--- config.mk ---
export PLATFORM = sky130hd
export DESIGN_NAME = id_ex_forward
export DESIGN_NICKNAME = d
export VERILOG_FILES = /design/src/rtl/cpu_pkg.sv /design/src/rtl/forward_unit.sv /design/src/rtl/id_ex_forward.sv
export SDC_FILE = /design/constraint.sdc
export NUM_CORES = 1
export LEC_CHECK = 0
export BUFFER_PORTS_ARGS = -buffer_cell sky130_fd_sc_hd__buf_4
export CAP_MARGIN = 20
export CORE_AREA = 2 2 119 121
export DETAILED_ROUTE_END_ITERATION = 8
export DIE_AREA = 0 0 121 123
export GPL_TIMING_DRIVEN = 0
export PLACE_DENSITY = 0.63
export SYNTH_ARGS = -nofsm -noshare
export SYNTH_HDL_FRONTEND = slang
export SYNTH_HIERARCHICAL = 1
export SYNTH_SLANG_ARGS = --single-unit
--- constraint.sdc ---
create_clock -name clk_i -period 4 [get_ports clk_i]
set_clock_uncertainty 0.2 [all_clocks]
set_input_delay 0.6 -clock clk_i [delete_from_list [all_inputs] [get_ports clk_i]]
set_output_delay 0.6 -clock clk_i [all_outputs]
set_load 0.01 [all_outputs]
--- src/rtl/cpu_pkg.sv ---
// Shared CPU constants: datapath widths, ALU op encodings, forwarding selects
// and the bubble control word that the ID/EX stage loads when it squashes.
package cpu_pkg;

  localparam int DATA_W = 32;
  localparam int REG_AW = 5;
  localparam int OP_W   = 3;

  localparam logic [OP_W-1:0] ALU_ADD = 3'd0;
  localparam logic [OP_W-1:0] ALU_SUB = 3'd1;
  localparam logic [OP_W-1:0] ALU_MUL = 3'd2;
  localparam logic [OP_W-1:0] ALU_AND = 3'd3;
  localparam logic [OP_W-1:0] ALU_OR  = 3'd4;

  // Operand source selects produced by forward_unit.
  localparam logic [1:0] FWD_REG   = 2'b00;
  localparam logic [1:0] FWD_EXMEM = 2'b10;
  localparam logic [1:0] FWD_MEMWB = 2'b01;

  typedef struct packed {
    logic            regwrite;
    logic            memread;
    logic            memwrite;
    logic            memtoreg;
    logic            alusrc;
    logic [OP_W-1:0] aluctrl;
  } ctrl_t;

  // A bubble has no side effects: no write-back, no memory access, ADD op.
  localparam ctrl_t BUBBLE_CTRL = '{
    regwrite: 1'b0,
    memread:  1'b0,
    memwrite: 1'b0,
    memtoreg: 1'b0,
    alusrc:   1'b0,
    aluctrl:  ALU_ADD
  };

endpackage

--- src/rtl/forward_unit.sv ---
// RAW hazard resolver: picks the newest in-flight producer of rs and rt.
// EX/MEM outranks MEM/WB because it holds the younger result; $0 never forwards.
module forward_unit #(
  parameter int REG_AW = 5
) (
  input  logic [REG_AW-1:0] rs,
  input  logic [REG_AW-1:0] rt,
  input  logic              exmem_regwrite,
  input  logic [REG_AW-1:0] exmem_rd,
  input  logic              memwb_regwrite,
  input  logic [REG_AW-1:0] memwb_rd,
  output logic [1:0]        fwd_a,
  output logic [1:0]        fwd_b
);
  import cpu_pkg::*;

  logic exmem_live;
  logic memwb_live;

  assign exmem_live = exmem_regwrite && (exmem_rd != '0);
  assign memwb_live = memwb_regwrite && (memwb_rd != '0);

  always_comb begin
    fwd_a = FWD_REG;
    if (exmem_live && (exmem_rd == rs)) begin
      fwd_a = FWD_EXMEM;
    end else if (memwb_live && (memwb_rd == rs)) begin
      fwd_a = FWD_MEMWB;
    end
  end

  always_comb begin
    fwd_b = FWD_REG;
    if (exmem_live && (exmem_rd == rt)) begin
      fwd_b = FWD_EXMEM;
    end else if (memwb_live && (memwb_rd == rt)) begin
      fwd_b = FWD_MEMWB;
    end
  end

endmodule

--- src/rtl/id_ex_forward.sv ---
// ID/EX pipeline register with load-use stall detection and ALU operand forwarding.
// Define FORWARD_EN to build with forward_unit; otherwise operands come from latched values only.
module id_ex_forward #(
  parameter int DATA_W = 32,
  parameter int REG_AW = 5,
  parameter int OP_W   = 3
) (
  input  logic              clk_i,
  input  logic              rst_i,
  input  logic              flush_i,
  input  logic              id_valid_i,
  input  logic [DATA_W-1:0] id_rs_data_i,
  input  logic [DATA_W-1:0] id_rt_data_i,
  input  logic [DATA_W-1:0] id_imm_i,
  input  logic [REG_AW-1:0] id_rs_i,
  input  logic [REG_AW-1:0] id_rt_i,
  input  logic [REG_AW-1:0] id_rd_i,
  input  logic              id_alusrc_i,
  input  logic [OP_W-1:0]   id_aluctrl_i,
  input  logic              id_regwrite_i,
  input  logic              id_memread_i,
  input  logic              id_memwrite_i,
  input  logic              id_memtoreg_i,
  input  logic              exmem_regwrite_i,
  input  logic [REG_AW-1:0] exmem_rd_i,
  input  logic [DATA_W-1:0] exmem_data_i,
  input  logic              memwb_regwrite_i,
  input  logic [REG_AW-1:0] memwb_rd_i,
  input  logic [DATA_W-1:0] memwb_data_i,
  output logic [DATA_W-1:0] ex_data0_o,
  output logic [DATA_W-1:0] ex_data1_o,
  output logic [DATA_W-1:0] ex_store_data_o,
  output logic [OP_W-1:0]   ex_aluctrl_o,
  output logic [REG_AW-1:0] ex_rd_o,
  output logic              ex_regwrite_o,
  output logic              ex_memread_o,
  output logic              ex_memwrite_o,
  output logic              ex_memtoreg_o,
  output logic              stall_o
);
  import cpu_pkg::*;

  ctrl_t             ctrl_q;
  logic [REG_AW-1:0] rs_q;
  logic [REG_AW-1:0] rt_q;
  logic [REG_AW-1:0] rd_q;
  logic [DATA_W-1:0] rs_data_q;
  logic [DATA_W-1:0] rt_data_q;
  logic [DATA_W-1:0] imm_q;

  logic              load_bubble;
  logic [1:0]        fwd_a;
  logic [1:0]        fwd_b;
  logic [DATA_W-1:0] rs_fwd;
  logic [DATA_W-1:0] rt_fwd;

  // A load in EX whose result is needed by the instruction in ID cannot be forwarded in time.
  assign stall_o = id_valid_i && ctrl_q.memread && (rd_q != '0) &&
                   ((rd_q == id_rs_i) || (rd_q == id_rt_i));

  assign load_bubble = flush_i || stall_o || !id_valid_i;

  // Bubble clears the source tags too, so a squashed slot can never match a forward.
  always_ff @(posedge clk_i) begin
    if (!rst_i || load_bubble) begin
      ctrl_q    <= BUBBLE_CTRL;
      rs_q      <= '0;
      rt_q      <= '0;
      rd_q      <= '0;
      rs_data_q <= '0;
      rt_data_q <= '0;
      imm_q     <= '0;
    end else begin
      ctrl_q.regwrite <= id_regwrite_i;
      ctrl_q.memread  <= id_memread_i;
      ctrl_q.memwrite <= id_memwrite_i;
      ctrl_q.memtoreg <= id_memtoreg_i;
      ctrl_q.alusrc   <= id_alusrc_i;
      ctrl_q.aluctrl  <= id_aluctrl_i;
      rs_q            <= id_rs_i;
      rt_q            <= id_rt_i;
      rd_q            <= id_rd_i;
      rs_data_q       <= id_rs_data_i;
      rt_data_q       <= id_rt_data_i;
      imm_q           <= id_imm_i;
    end
  end

`ifdef FORWARD_EN
  forward_unit #(
    .REG_AW(REG_AW)
  ) u_forward_unit (
    .rs             (rs_q),
    .rt             (rt_q),
    .exmem_regwrite (exmem_regwrite_i),
    .exmem_rd       (exmem_rd_i),
    .memwb_regwrite (memwb_regwrite_i),
    .memwb_rd       (memwb_rd_i),
    .fwd_a          (fwd_a),
    .fwd_b          (fwd_b)
  );
`else
  logic unused_fwd_inputs;

  assign fwd_a = FWD_REG;
  assign fwd_b = FWD_REG;
  assign unused_fwd_inputs = ^{exmem_regwrite_i, exmem_rd_i, exmem_data_i,
                               memwb_regwrite_i, memwb_rd_i, memwb_data_i, rs_q, rt_q};
`endif

  always_comb begin
    rs_fwd = rs_data_q;
    case (fwd_a)
      FWD_EXMEM: rs_fwd = exmem_data_i;
      FWD_MEMWB: rs_fwd = memwb_data_i;
      default:   rs_fwd = rs_data_q;
    endcase
  end

  always_comb begin
    rt_fwd = rt_data_q;
    case (fwd_b)
      FWD_EXMEM: rt_fwd = exmem_data_i;
      FWD_MEMWB: rt_fwd = memwb_data_i;
      default:   rt_fwd = rt_data_q;
    endcase
  end

  // The immediate overrides operand 1 outright; stores still need the forwarded rt.
  assign ex_data0_o      = rs_fwd;
  assign ex_data1_o      = ctrl_q.alusrc ? imm_q : rt_fwd;
  assign ex_store_data_o = rt_fwd;

  assign ex_aluctrl_o  = ctrl_q.aluctrl;
  assign ex_rd_o       = rd_q;
  assign ex_regwrite_o = ctrl_q.regwrite;
  assign ex_memread_o  = ctrl_q.memread;
  assign ex_memwrite_o = ctrl_q.memwrite;
  assign ex_memtoreg_o = ctrl_q.memtoreg;

endmodule

==> impl_metrics.yaml <==
logic_synthesis:
  synth_cell_type_count: 17
  ys_seq_elements: 109
  synth.yosys.seq_area_share_pct: 48.87
  yosys.area_share.xor_xnor_pct: 1.961
  synth_enable_flop_cells: 0
  synthesis.nets: 632
  synthesis.instances: 433
  synth-warning-count: 6
  synth_top_cell_area_share_pct: 48.87
  synth_ff_type: "sky130_fd_sc_hd__dfxtp_1"
  post_synth_instance_area_sq_um: 4466
  synth_area_leader_cell: "sky130_fd_sc_hd__dfxtp_1"
  avgSynthCellArea_sq_um: 10.31
  synthAdderAreaFrac_pct: 0
  main_combinational_cell_family_by_area_after_synthesis: "compound AO/OA/AOI/OAI gates"
  share_of_the_synthesized_area_in_compound_gates_ao_oa_aoi_oai_pct: 20.99
  ys_top_cells_by_count: "sky130_fd_sc_hd__nand3_1, sky130_fd_sc_hd__dfxtp_1, sky130_fd_sc_hd__a21oi_2"
  synthMuxAreaShare_pct: 8.069
  post_synthesis_async_set_or_reset_flop_share_pct: 0
  synth_simple_gate_area_share_pct: 13.03
  synth_top_cells_by_area: "sky130_fd_sc_hd__dfxtp_1, sky130_fd_sc_hd__a21oi_2, sky130_fd_sc_hd__nand3_1"
  post-synth-top-count-cell: "sky130_fd_sc_hd__nand3_1"
cells_and_area:
  layout.cells.non_filler: 859
  num-nets-final: 873
  antenna-diode-count: 0
  drive_gt1_share_pct: 59.65
  final_core_utilization_pct: 49.64
  postLayoutCellArea_sq_um: 6756
  area_growth_syn_to_layout_pct: 51.30
  fillerInstances: 1321
global_routing:
  vias_in_the_first_global_route: 4153
  grt_max_degree: 18
  grt.overflow.total: 0
  grt_first_pass_wirelength_um: 20690
  grt_usage_pct: 18.03
  antenna_found_initial: 0
sta:
  slew_hr_pct: 42.18
  final.hold.worst_slack_ns: 0.3127
  final_period_minus_worst_setup_slack_ns: 2.827
  timing.final.setup_violations: 0
  timing.final.crit_share_pct: 70.67
  finalMaxSlewViolations: 0
  max_slew.worst_pin.slew_ns: 0.8673
  fmaxAchievable_mhz: 353.8
  timing_hold_violations_final: 0
  rsz0062_at_grt: "false"
  setup_slack_ns: 1.173
  setup-tns-final_ns: 0
power_and_ir_drop:
  sw_ratio_pct: 22.42
  share_clk_of_total_power_pct: 41.2
  power.sequential.fraction_pct: 46.4
  p_comb_share_pct: 12.4
  total_power_mw: 2.426
  power.ir.vdd_worst_v: 0.0001512
  p_leak_nw: 2.921
  pwr_density_cell_nw_per_um2: 359.0
  power_switching_mw: 0.5437
  internal_mw: 1.882
clock_network:
  numClockSinks: 109
  clock_latency_ns: 0.34
  clock-root-buffer: "sky130_fd_sc_hd__clkbuf_16"
  post_cts_buffers: 0
  cts_buffers: 9
  ctsLongestPathBuffers: 2
  postCtsHoldBufs: 0
  clock_tree.htree_level_count: 3
  worst_setup_hold_path_clk_slew_ns: 0.07
  tritoncts: "done"
  cts.repair.resized: 0
die:
  core_area_sq_um: 13610
  chipWidth_um: 121
  io_pins: 308
  dieArea_sq_um: 14880
  row_count: 43
  start_util_pct: 32.81
  chipHeight_um: 123
setup_path:
  start_kind: "flip-flop"
  reg2reg_depth: 6
  worst_setup_path_end_kind: "output pin"
  worst_ep_required_time_ns: 3.20
  worst-r2r-setup-slack_ns: 2.02
  path_max_fanout: 10
  worstReg2RegStart: "ex_rd_o[4]"
  worstReg2RegEnd: "rs_data_q[14]"
  path_class: "reg2out"
  critPathArrivalTime_ns: 2.03
drt:
  wl_per_cell_um: 15.72
  drcViolationCount: 0
  totalWireLength_um: 13510
  drt-vias-per-instance: 4.715
  route.antenna.remaining_nets: 0
  drtPass1Iterations: 4
  dr_total_vias: 4050
  first_iter_violations: 175
worst_hold_path:
  whs_endpoint: "ex_aluctrl_o[2]"
  worst_hold_path_type: "in2reg"
  worst_hold_startpoint: "id_aluctrl_i[2]"
  worst_hold_path.num_cells: 3
placed_design:
  finalWeightedCongestion: 0.7896
  place.port_buffers: 230
  dp.cells: 843
  dp.final_hpwl_um: 10410
  dpl_cell_area_sq_um: 6417
  detailedPlace.worstSlack_ns: 1.387
outcome:
  outcome: "finished, final reports clean"
run:
  max-cap-violations: 0
## worst max-delay path by stage
stage / start / endpoint / slack (ns) / depth (start not counted)
2_1_floorplan: id_rs_i[4] / stall_o / 1.74 / 5
3_5_place_dp: id_rs_i[4] / stall_o / 1.39 / 7
5_1_grt: ctrl_q[3] / ex_data1_o[8] / 1.00 / 4
6_report: ctrl_q[3] / ex_data1_o[6] / 1.17 / 4
4_1_cts: ctrl_q[3] / ex_data1_o[8] / 1.08 / 4
3_3_place_gp: id_rs_i[4] / stall_o / 1.40 / 7
## per-layer routing
| metal | GRT usage (%) | vias to the layer above | routed length (um) | part of all wire [%] |
|---|---|---|---|---|
| met3 | 6.365 | 20 | 1251 | 9.3 |
| met5 | 0 | - | 0 | 0 |
| met2 | 30.58 | 158 | 6640 | 49 |
| met1 | 20.55 | 1864 | 5295 | 39 |
| li1 | - | 2008 | - | - |
| met4 | 7.776 | 0 | 318 | 2.4 |
## power groups by stage
stage          combinational (mW)  clock, mW  sequential [mW]
4_1_cts                     0.303       1.03             1.13
5_1_grt                     0.326       1.07             1.13
3_3_place_gp                0.297          0             1.15
6_report                    0.300       1.00             1.13
2_1_floorplan               0.122          0             1.16
3_5_place_dp                0.302          0             1.15
## cell type report
type	instances	area, sq um	area share [%]
Clock buffer	9	225.2	3.333
Sequential cell	109	2182	32.30
Tap cell	180	225.2	3.333
Clock inverter	7	113.9	1.685
Timing Repair Buffer	230	1727	25.56
Buffer	55	316.6	4.685
Multi-Input combinational cell	269	1967	29.11
## kinds of logic (layout without fill, tap and decap cells)
kind of cell / after synthesis / in the layout
AO/OA/AOI/OAI: 111 / 111
XOR/XNOR: 10 / 10
buffers and inverters: 55 / 301
flip-flops: 109 / 109
multiplexers: 32 / 32
AND/OR/NAND/NOR: 116 / 116
## worst max-delay path, cell delays in order, from the launching register on
cell and delay, ns:
sky130_fd_sc_hd__dfxtp_1 0.31, sky130_fd_sc_hd__clkbuf_1 0.29, sky130_fd_sc_hd__buf_1 0.52, sky130_fd_sc_hd__mux2_2 0.42
sky130_fd_sc_hd__buf_4 0.15
## cells in the final DEF, fill, tap and decap left out
cell                          n
sky130_fd_sc_hd__buf_1        3
sky130_fd_sc_hd__clkinv_4     1
sky130_fd_sc_hd__buf_2       13
sky130_fd_sc_hd__a21oi_2    100
sky130_fd_sc_hd__buf_6       11
sky130_fd_sc_hd__or3_1        1
sky130_fd_sc_hd__o311a_1      1
sky130_fd_sc_hd__buf_4      233
sky130_fd_sc_hd__o22ai_1      1
sky130_fd_sc_hd__dfxtp_1    109
sky130_fd_sc_hd__mux2_2      32
sky130_fd_sc_hd__a21oi_1      9
sky130_fd_sc_hd__bufinv_16    3
sky130_fd_sc_hd__nand3_1    111
sky130_fd_sc_hd__nor2b_1      1
sky130_fd_sc_hd__clkbuf_1    25
sky130_fd_sc_hd__clkbuf_16    9
sky130_fd_sc_hd__xnor2_1     10
sky130_fd_sc_hd__clkinv_2     3
sky130_fd_sc_hd__nand2_1      2
sky130_fd_sc_hd__and2_1       1
## state kept, by name, summed over array words and instances (netlist names)
register	count
ex_memtoreg_o	1
ex_memread_o	1
ex_regwrite_o	1
ex_aluctrl_o	3
ex_memwrite_o	1
rs_data_q	32
imm_q	32
ex_rd_o	5
rt_data_q	32
ctrl_q	1
Power figures use the tool's default switching activity.
